===== src/rtl/mem_responder_pkg.sv =====
// -----------------------------------------------------------------------------
// mem_responder_pkg
// Shared constants for the on-chip memory responder:
//   MEM_DATA_WIDTH   - word width, mirrors the global DATA_WIDTH define
//   MAX_READ_LATENCY - deepest read delay line the responder supports
//   ST_INIT / ST_RUN - responder FSM state encodings
// -----------------------------------------------------------------------------
package mem_responder_pkg;

  localparam int MEM_DATA_WIDTH   = 16;
  localparam int MAX_READ_LATENCY = 4;

  typedef logic [0:0] state_t;

  localparam logic [0:0] ST_INIT = 1'b0;
  localparam logic [0:0] ST_RUN  = 1'b1;

endpackage


===== src/rtl/mem_rd_pipe.sv =====
// -----------------------------------------------------------------------------
// mem_rd_pipe
// LATENCY-deep valid/data delay line for read responses, with synchronous
// clear. Data registers only load when the stage feeding them is valid, so
// the output data holds its last value while rsp_valid is low.
// Ports:
//   clk       in   system clock
//   rst       in   synchronous active-high clear (drops in-flight entries)
//   req_valid in   read accepted this cycle
//   req_data  in   data captured for that read
//   rsp_valid out  response valid, LATENCY cycles after req_valid
//   rsp_data  out  response data
// -----------------------------------------------------------------------------
module mem_rd_pipe
  import mem_responder_pkg::*;
#(
  parameter int WIDTH   = MEM_DATA_WIDTH,
  parameter int LATENCY = 1
) (
  input  logic             clk,
  input  logic             rst,
  input  logic             req_valid,
  input  logic [WIDTH-1:0] req_data,
  output logic             rsp_valid,
  output logic [WIDTH-1:0] rsp_data
);

  // Out-of-range latencies are clamped into 1..MAX_READ_LATENCY.
  localparam int DEPTH = (LATENCY < 1) ? 1 :
                         (LATENCY > MAX_READ_LATENCY) ? MAX_READ_LATENCY : LATENCY;

  logic [DEPTH-1:0] valid_r;
  logic [WIDTH-1:0] data_r [DEPTH];

  // Shift valid/data one stage per cycle; clear everything on reset.
  always_ff @(posedge clk) begin
    if (rst) begin
      valid_r <= {DEPTH{1'b0}};
      for (int i = 0; i < DEPTH; i++) begin
        data_r[i] <= {WIDTH{1'b0}};
      end
    end else begin
      valid_r[0] <= req_valid;
      if (req_valid) begin
        data_r[0] <= req_data;
      end
      for (int i = 1; i < DEPTH; i++) begin
        valid_r[i] <= valid_r[i-1];
        if (valid_r[i-1]) begin
          data_r[i] <= data_r[i-1];
        end
      end
    end
  end

  assign rsp_valid = valid_r[DEPTH-1];
  assign rsp_data  = data_r[DEPTH-1];

endmodule


===== src/rtl/mem_responder.sv =====
// -----------------------------------------------------------------------------
// mem_responder
// Memory-side responder: the far end of the CPU memory port and the on-chip
// RAM for simulation/FPGA builds. After reset an internal sweep zeroes every
// word (2^ADDR_BITS cycles); only then is mem_ready raised and requests
// accepted. Reads return after READ_LATENCY cycles, pipelined one per cycle.
// A read and write in the same cycle (always the same address, there is one
// address port) is write-first.
// Ports:
//   clk         in   system clock, rising edge
//   rst         in   synchronous active-high reset
//   mem_r_en    in   read request
//   mem_w_en    in   write request
//   mem_addr    in   word address, only [ADDR_BITS-1:0] used (aliasing)
//   mem_w_data  in   write data
//   mem_r_data  out  read data, holds when mem_r_valid is low
//   mem_r_valid out  one-cycle pulse per accepted read
//   mem_ready   out  requests accepted (init sweep done)
// -----------------------------------------------------------------------------
module mem_responder
  import mem_responder_pkg::*;
#(
  parameter int DATA_WIDTH   = MEM_DATA_WIDTH,
  parameter int ADDR_BITS    = 8,
  parameter int READ_LATENCY = 1
) (
  input  logic                  clk,
  input  logic                  rst,
  input  logic                  mem_r_en,
  input  logic                  mem_w_en,
  input  logic [DATA_WIDTH-1:0] mem_addr,
  input  logic [DATA_WIDTH-1:0] mem_w_data,
  output logic [DATA_WIDTH-1:0] mem_r_data,
  output logic                  mem_r_valid,
  output logic                  mem_ready
);

  localparam int DEPTH = 1 << ADDR_BITS;

  logic [DATA_WIDTH-1:0] mem_array_r [DEPTH];

  state_t                state_r;
  logic [ADDR_BITS-1:0]  init_cnt_r;
  logic                  ready_r;

  logic [ADDR_BITS-1:0]  addr_s;
  logic                  we_s;
  logic [ADDR_BITS-1:0]  wa_s;
  logic [DATA_WIDTH-1:0] wd_s;
  logic                  rd_accept_s;
  logic [DATA_WIDTH-1:0] rd_data_s;

  assign addr_s = mem_addr[ADDR_BITS-1:0];

  // Upper address bits are deliberately ignored so addresses alias.
  generate
    if (DATA_WIDTH > ADDR_BITS) begin : g_addr_alias
      logic unused_addr_s;
      assign unused_addr_s = ^mem_addr[DATA_WIDTH-1:ADDR_BITS];
    end
  endgenerate

  // Select the array write port source: zero sweep in INIT, requester in RUN.
  always_comb begin
    we_s = 1'b0;
    wa_s = {ADDR_BITS{1'b0}};
    wd_s = {DATA_WIDTH{1'b0}};
    case (state_r)
      ST_INIT: begin
        we_s = ~rst;
        wa_s = init_cnt_r;
        wd_s = {DATA_WIDTH{1'b0}};
      end
      ST_RUN: begin
        we_s = mem_w_en & ~rst;
        wa_s = addr_s;
        wd_s = mem_w_data;
      end
      default: begin
        we_s = 1'b0;
        wa_s = {ADDR_BITS{1'b0}};
        wd_s = {DATA_WIDTH{1'b0}};
      end
    endcase
  end

  // Read capture: write-first, so a same-cycle write forwards its data.
  always_comb begin
    rd_accept_s = 1'b0;
    rd_data_s   = {DATA_WIDTH{1'b0}};
    if ((state_r == ST_RUN) && mem_r_en && !rst) begin
      rd_accept_s = 1'b1;
      if (mem_w_en) begin
        rd_data_s = mem_w_data;
      end else begin
        rd_data_s = mem_array_r[addr_s];
      end
    end else begin
      rd_accept_s = 1'b0;
      rd_data_s   = {DATA_WIDTH{1'b0}};
    end
  end

  // Word array write port.
  always_ff @(posedge clk) begin
    if (we_s) begin
      mem_array_r[wa_s] <= wd_s;
    end
  end

  // Init sweep / run FSM; mem_ready rises with the entry into RUN.
  always_ff @(posedge clk) begin
    if (rst) begin
      state_r    <= ST_INIT;
      init_cnt_r <= {ADDR_BITS{1'b0}};
      ready_r    <= 1'b0;
    end else begin
      case (state_r)
        ST_INIT: begin
          init_cnt_r <= init_cnt_r + ADDR_BITS'(1);
          if (init_cnt_r == {ADDR_BITS{1'b1}}) begin
            state_r <= ST_RUN;
            ready_r <= 1'b1;
          end
        end
        ST_RUN: begin
          state_r <= ST_RUN;
          ready_r <= 1'b1;
        end
        default: begin
          state_r    <= ST_INIT;
          init_cnt_r <= {ADDR_BITS{1'b0}};
          ready_r    <= 1'b0;
        end
      endcase
    end
  end

  assign mem_ready = ready_r;

  mem_rd_pipe #(
    .WIDTH   (DATA_WIDTH),
    .LATENCY (READ_LATENCY)
  ) u_rd_pipe (
    .clk       (clk),
    .rst       (rst),
    .req_valid (rd_accept_s),
    .req_data  (rd_data_s),
    .rsp_valid (mem_r_valid),
    .rsp_data  (mem_r_data)
  );

endmodule


===== config.mk =====
export PLATFORM = sky130hd
export DESIGN_NAME = mem_responder
export DESIGN_NICKNAME = d
export VERILOG_FILES = /design/src/rtl/mem_responder_pkg.sv /design/src/rtl/mem_rd_pipe.sv /design/src/rtl/mem_responder.sv
export SDC_FILE = /design/constraint.sdc
export NUM_CORES = 2
export LEC_CHECK = 0
export CORE_ASPECT_RATIO = 1.75
export CORE_MARGIN = 8
export CORE_UTILIZATION = 35
export DETAILED_ROUTE_END_ITERATION = 8
export PLACE_DENSITY = 0.48
export RECOVER_POWER = 50
export SLEW_MARGIN = 20
export SYNTH_ARGS = -nofsm -noshare
export SYNTH_HDL_FRONTEND = slang
export SYNTH_MEMORY_MAX_BITS = 65536
export SYNTH_SLANG_ARGS = --single-unit

===== constraint.sdc =====
create_clock -name clk -period 6 [get_ports clk]
set_input_delay 0.6 -clock clk [delete_from_list [all_inputs] [get_ports clk]]
set_output_delay 0.6 -clock clk [all_outputs]
set_load 0.02 [all_outputs]

-- Word level (Yosys, flattened, before mapping)
Memory sizes are Yosys's and may differ from the RTL's.
Index checks and enable logic that the tools add are counted.
- output and inout bits: 18
- bits of input ports: 36
- memory bits (read-only): 0
- latch bits: 0
- register bits after elaboration: 11
- memories kept: 2
- RAM bits: 4112
- memories (memory ; depth ; width ; rd ports ; clocked after memory_dff ; wr ports ; RTL line ; source):
    mem_array_r ; 256 ; 16 ; 1 ; 0 ; 1 ; mem_responder.sv:40 ; logic [DATA_WIDTH-1:0] mem_array_r [DEPTH];
    u_rd_pipe.data_r ; 1 ; 16 ; 1 ; 0 ; 1 ; mem_rd_pipe.sv:33 ; logic [WIDTH-1:0] data_r [DEPTH];
- $add $sub $neg: 1
- muxes and demuxes: 19
- divide/modulo/power cells: 0
- reduce and logical (&&, ||, !) cells: 4
- shift-type cells: 0
- equal/unequal tests: 2
- bitwise gates (word level): 3
- multipliers: 0
- order comparisons: 0
- operator list (kind ; count):
    16-bit two-way mux ; 3
    16-bit case mux with 2 select lines ; 1
    8-bit case mux with 2 select lines ; 1
    16-bit OR reduction ; 1
    1-bit two-way mux ; 11
    8-bit by 1-bit adder with 8-bit output (second input constant) ; 1
    8-bit == test (second input constant) ; 1
    1-bit case mux with 2 select lines ; 3
    1-bit logical AND ; 2
    2-bit != test (second input constant) ; 1
    1-bit NOT ; 2
    1-bit AND ; 1
    1-bit zero test ; 1

-- Logic depth before layout (Yosys ltp)
- depth after elaboration: 8
- depth in mapped cells: 14
- depth with buffers taken out: 7

-- Modules after synthesis
A second synthesis with hierarchy kept.
- cell total of the unflattened synthesis: 7386
- area, all modules: 159310.3 µm²
- modules (own cells, without submodules) (module ; times used ; sequential area each (µm²) ; area an instance (µm²) ; cells each):
    mem_responder ; 1 ; 123198.2 ; 158638.4 ; 7349
    mem_rd_pipe ; 1 ; 500.5 ; 671.9 ; 37

-- Worst setup path before layout
Ideal clock, no wire load.
- path kind: register -> register
- from: register state_r
- to: memory mem_array_r[0][0] (netlist name), data pin
- required time: 5.133 ns
- arrival: 4.281 ns
- path slack: 0.853 ns
- clock period less this slack: 5.147 ns
- path buffers: 3
- cell stages (with the launch flop): 5
- cells stage by stage: dfxtp_1 clkbuf_1 buf_2 clkbuf_1 and2_1
- word-level cells in the longest chain between the ends: 2
- ends and longest elaborated chain (what ; RTL line ; source):
    start, declared ; mem_responder.sv:42 ; state_t state_r;
    start signal, assigned ; mem_responder.sv:114 ; state_r <= ST_INIT;
    start signal, assigned ; mem_responder.sv:122 ; state_r <= ST_RUN;
    start signal, assigned ; mem_responder.sv:127 ; state_r <= ST_RUN;
    1-bit NOT ; mem_responder.sv:68 ; case (state_r)
    16-bit case mux with 2 select lines * ; mem_responder.sv:68 ;
    named net wd_s[0] ; mem_responder.sv:49 ; logic [DATA_WIDTH-1:0] wd_s;
    end, declared ; mem_responder.sv:40 ;
Mark *: on every way through the listed nets, which the timed path passes. The rest lies on a longest branch.

-- Worst setup path after layout
- from: register state_r
- to: memory mem_array_r[144][11] (netlist name), data pin
Same word-level chain as after synthesis.

==> key figures <==
Finish
  – Layout cells sized above 1: 25.9%
  – Post-layout util: 39.9%
  – NumNets Final: 7,850
  – Filler cell count in the final layout: 40,300
  – Area Overhead vs Synth: 13.9%
  – Final Cell Area: 182,000 sq um

Timing
  – Final setup viols: 0
  – RSZ-0062 raised after global routing: no
  – Final Slew Violations: 1,373
  – Tcrit/Tclk final: 82.5%
  – Final Critical Period: 4.95 ns
  – Total negative slack: 0 ns
  – Final hold violation count: 0
  – WHS: 0.580 ns
  – Max Freq: 202 MHz
  – Clock skew: 0.0487 ns
  – Max_slew headroom: -92.8%
  – Slew @ Worst Pin: 2.89 ns

Yosys
  – YS warnings: 0
  – Flops & latches, synth: 4,123
  – Post-synthesis sequential area ratio: 77.6%
  – Post-synth top flop: edfxtp_1
  – Post-synth top area cell: edfxtp_1
  – Synth top area share: 77.5%
  – Most frequent cells after synthesis: edfxtp_1, mux4_2, mux2i_1, nor2_1, o22ai_1
  – Mapped Cells: 7,272
  – Average size of a mapped cell: 21.9 sq um
  – Most numerous cell in the Yosys netlist: edfxtp_1
  – Number of flops mapped to enable cells by yosys: 4,112
  – Top post-synthesis cells by area: edfxtp_1, mux4_2, mux2i_1
  – Ys async rst share: 0%
  – Netlist cell types: 70
  – Area of the mapped netlist: 159,000 sq um
  – Syn Nets: 7,309

GRT
  – Number of global-route vias before repair: 80,500
  – Largest net degree at the start of global routing: 169
  – Initial antenna violation count: 44
  – Gr ovfl total: 0
  – First-pass GRT wire length: 670 mm
  – GRT Total Usage: 19.9%

Critical path
  – Startpoint types: flip-flop
  – Crit path max fanout: 168
  – Critical path class: flip-flop to flip-flop
  – Worst EP arrival: 5.56 ns
  – CP endpoint: mem_array_r[144][11]
  – CP Depth: 3
  – Worst Setup End Kind: flip-flop
  – R2R setup slack: 1.05 ns
  – Delay-heaviest family, CP: simple AND/OR/NAND/NOR gates
  – Worst reg2reg path depth: 3
  – CP startpoint: state_r
  – Crit-path cells: buf_4, and2_0, buf_12
  – Critical path buffer and inverter count: 2
  – Worst r2r dst: mem_array_r[144][11]
  – Reg-to-reg startpoint: state_r
  – CP max-delay cell: and2_0
  – CP peak stage delay: 2.02 ns
  – Required @ worst endpoint: 6.61 ns

Pwr
  – LEAKAGE: 59.7 nW
  – Power Density: 316 nW/um^2
  – Worst vdd ir: 0.275 mV
  – Overall power: 57.4 mW

Routing
  – DRT iter0 DRCs: 7,336
  – Wirelength per Cell: 34.5 um
  – DR vias: 77,900
  – Vias per cell: 5.51
  – Total Wirelength: 487 mm
  – Antenna-violating nets left: 0
  – Pre-antenna DRT Iters: 6
  – DRC violations left: 0

Floorplanning
  – Core Rows: 328
  – Initial core utilization: 35.1%
  – Core area: 455,000 sq um
  – I/O Pins: 54
  – DIE AREA: 478,000 sq um
  – Height of the die: 909 um
  – Chip Width: 526 um

Clocking
  – Later-pin clock latency in the skew report: 0.96 ns
  – Post-CTS setup repair buffer count: 0
  – Cts bufs inserted: 371
  – Cts hold-fix bufs: 0
  – Root buffer cell: clkbuf_16
  – Clock slew at reported path FFs: 0.07 ns
  – Clock tree from TritonCTS: yes
  – Post-CTS sizing: 0
  – Clk buf depth: 4
  – CTS H-tree depth: 5
  – CTS sink cnt: 4,123

Place
  – Gpl congestion: 0.864
  – Port Buffers: 45
  – Post-DP HPWL: 309 mm
  – Placement-stage cell area: 170,000 sq um

Min path
  – Hold WC Path Type: primary input to flip-flop

Status
  – Outcome: complete, but fails checks
  – Failing checks: capacitance limit, slew limit

Flow run
  – Maxcap violations: 27
[registers in the layout, indices dropped and copies added, names as in the netlist]
register	flops
mem_array_r	4096
u_rd_pipe.data_r	16
init_cnt_r	8
mem_ready	1
state_r	1
u_rd_pipe.rsp_valid	1
[how the worst min path moves through the flow]
stage | start | end | slack (ns) | cells after the start
finish | mem_w_data[1] | u_rd_pipe.data_r[0][1] | 0.58 | 3
global placement | init_cnt_r[7] | init_cnt_r[7] | 0.56 | 2
detailed placement | init_cnt_r[7] | init_cnt_r[7] | 0.57 | 2
CTS | mem_w_data[3] | u_rd_pipe.data_r[0][3] | 0.52 | 3
global route | mem_w_data[9] | u_rd_pipe.data_r[0][9] | 0.58 | 2
floorplan | mem_ready | mem_ready | 0.52 | 2
[final cells by class]
class / count / area (sq um) / share of cell area (%)
Multi-Input combinational cell: 2710 / 33300 / 18.4
Sequential cell: 4123 / 124000 / 68.1
Clock buffer: 446 / 9740 / 5.36
Timing Repair Buffer: 595 / 4990 / 2.75
Inverter: 12 / 55.1 / 0.0303
Tap cell: 5940 / 7430 / 4.09
Antenna cell: 91 / 228 / 0.125
Clock inverter: 216 / 2090 / 1.15
[cells by family after synthesis]
group                    count (synthesis)  synth area share [%]
flip-flops                            4123                  77.6
multiplexers                          1340                  15.6
AND/OR/NAND/NOR                        687                  1.90
AO/OA/AOI/OAI                          675                  2.98
buffers and inverters                  439                  1.90
XOR/XNOR                                 7                0.0385
adder cells (fa/ha/maj)                  1               0.00785
[cell usage in the layout, fill, tap and decap left out, types with 15 or more instances in the layout]
cell,count
edfxtp_1,4112
mux4_2,834
buf_4,437
mux2i_1,426
clkbuf_16,379
o22ai_1,167
nor2_1,162
nor2_2,155
nand2_1,142
clkbuf_1,115
diode_2,91
clkinv_1,79
o221ai_1,75
a22oi_1,71
o21ai_0,69
a21oi_1,65
clkinv_2,60
mux4_1,57
nor3_1,49
buf_12,48
nand3_1,41
a31oi_1,41
a211oi_1,38
bufinv_16,37
a22o_1,28
mux2_2,23
clkdlybuf4s50_1,23
nor4_1,17
clkinvlp_4,17
dlygate4sd3_1,17
a2111oi_0,16
or3_1,16
and2_1,15
[metal layers]
| layer | track usage [%] | share of wire (%) |
|---|---|---|
| met1 | 23.5 | 37 |
| met2 | 36.0 | 53 |
| met3 | 2.20 | 4.7 |
| met4 | 9.72 | 5.7 |
| met5 | 0 | 0.0045 |
[report_power, final]
| group | switching, mW | internal [mW] |
|---|---|---|
| Combinational | 1.45 | 0.889 |
| Sequential | 0.0172 | 31.2 |
| Clock | 10.7 | 13.2 |
| Total | 12.1 | 45.3 |
[worst register-to-register path, cell delays in order (launching register included)]
cell and delay (ns):
dfxtp_1 1.28, buf_4 0.44, and2_0 2.03, buf_12 0.57
[through the flow]
step,instances,setup slack (ns)
2_1_floorplan,7272,0.853
3_3_place_gp,13400,0.754
3_5_place_dp,13400,1.30
4_1_cts,14000,1.91
5_1_grt,14100,0.976
6_report,14100,1.05
Power figures use the tool's default switching activity.
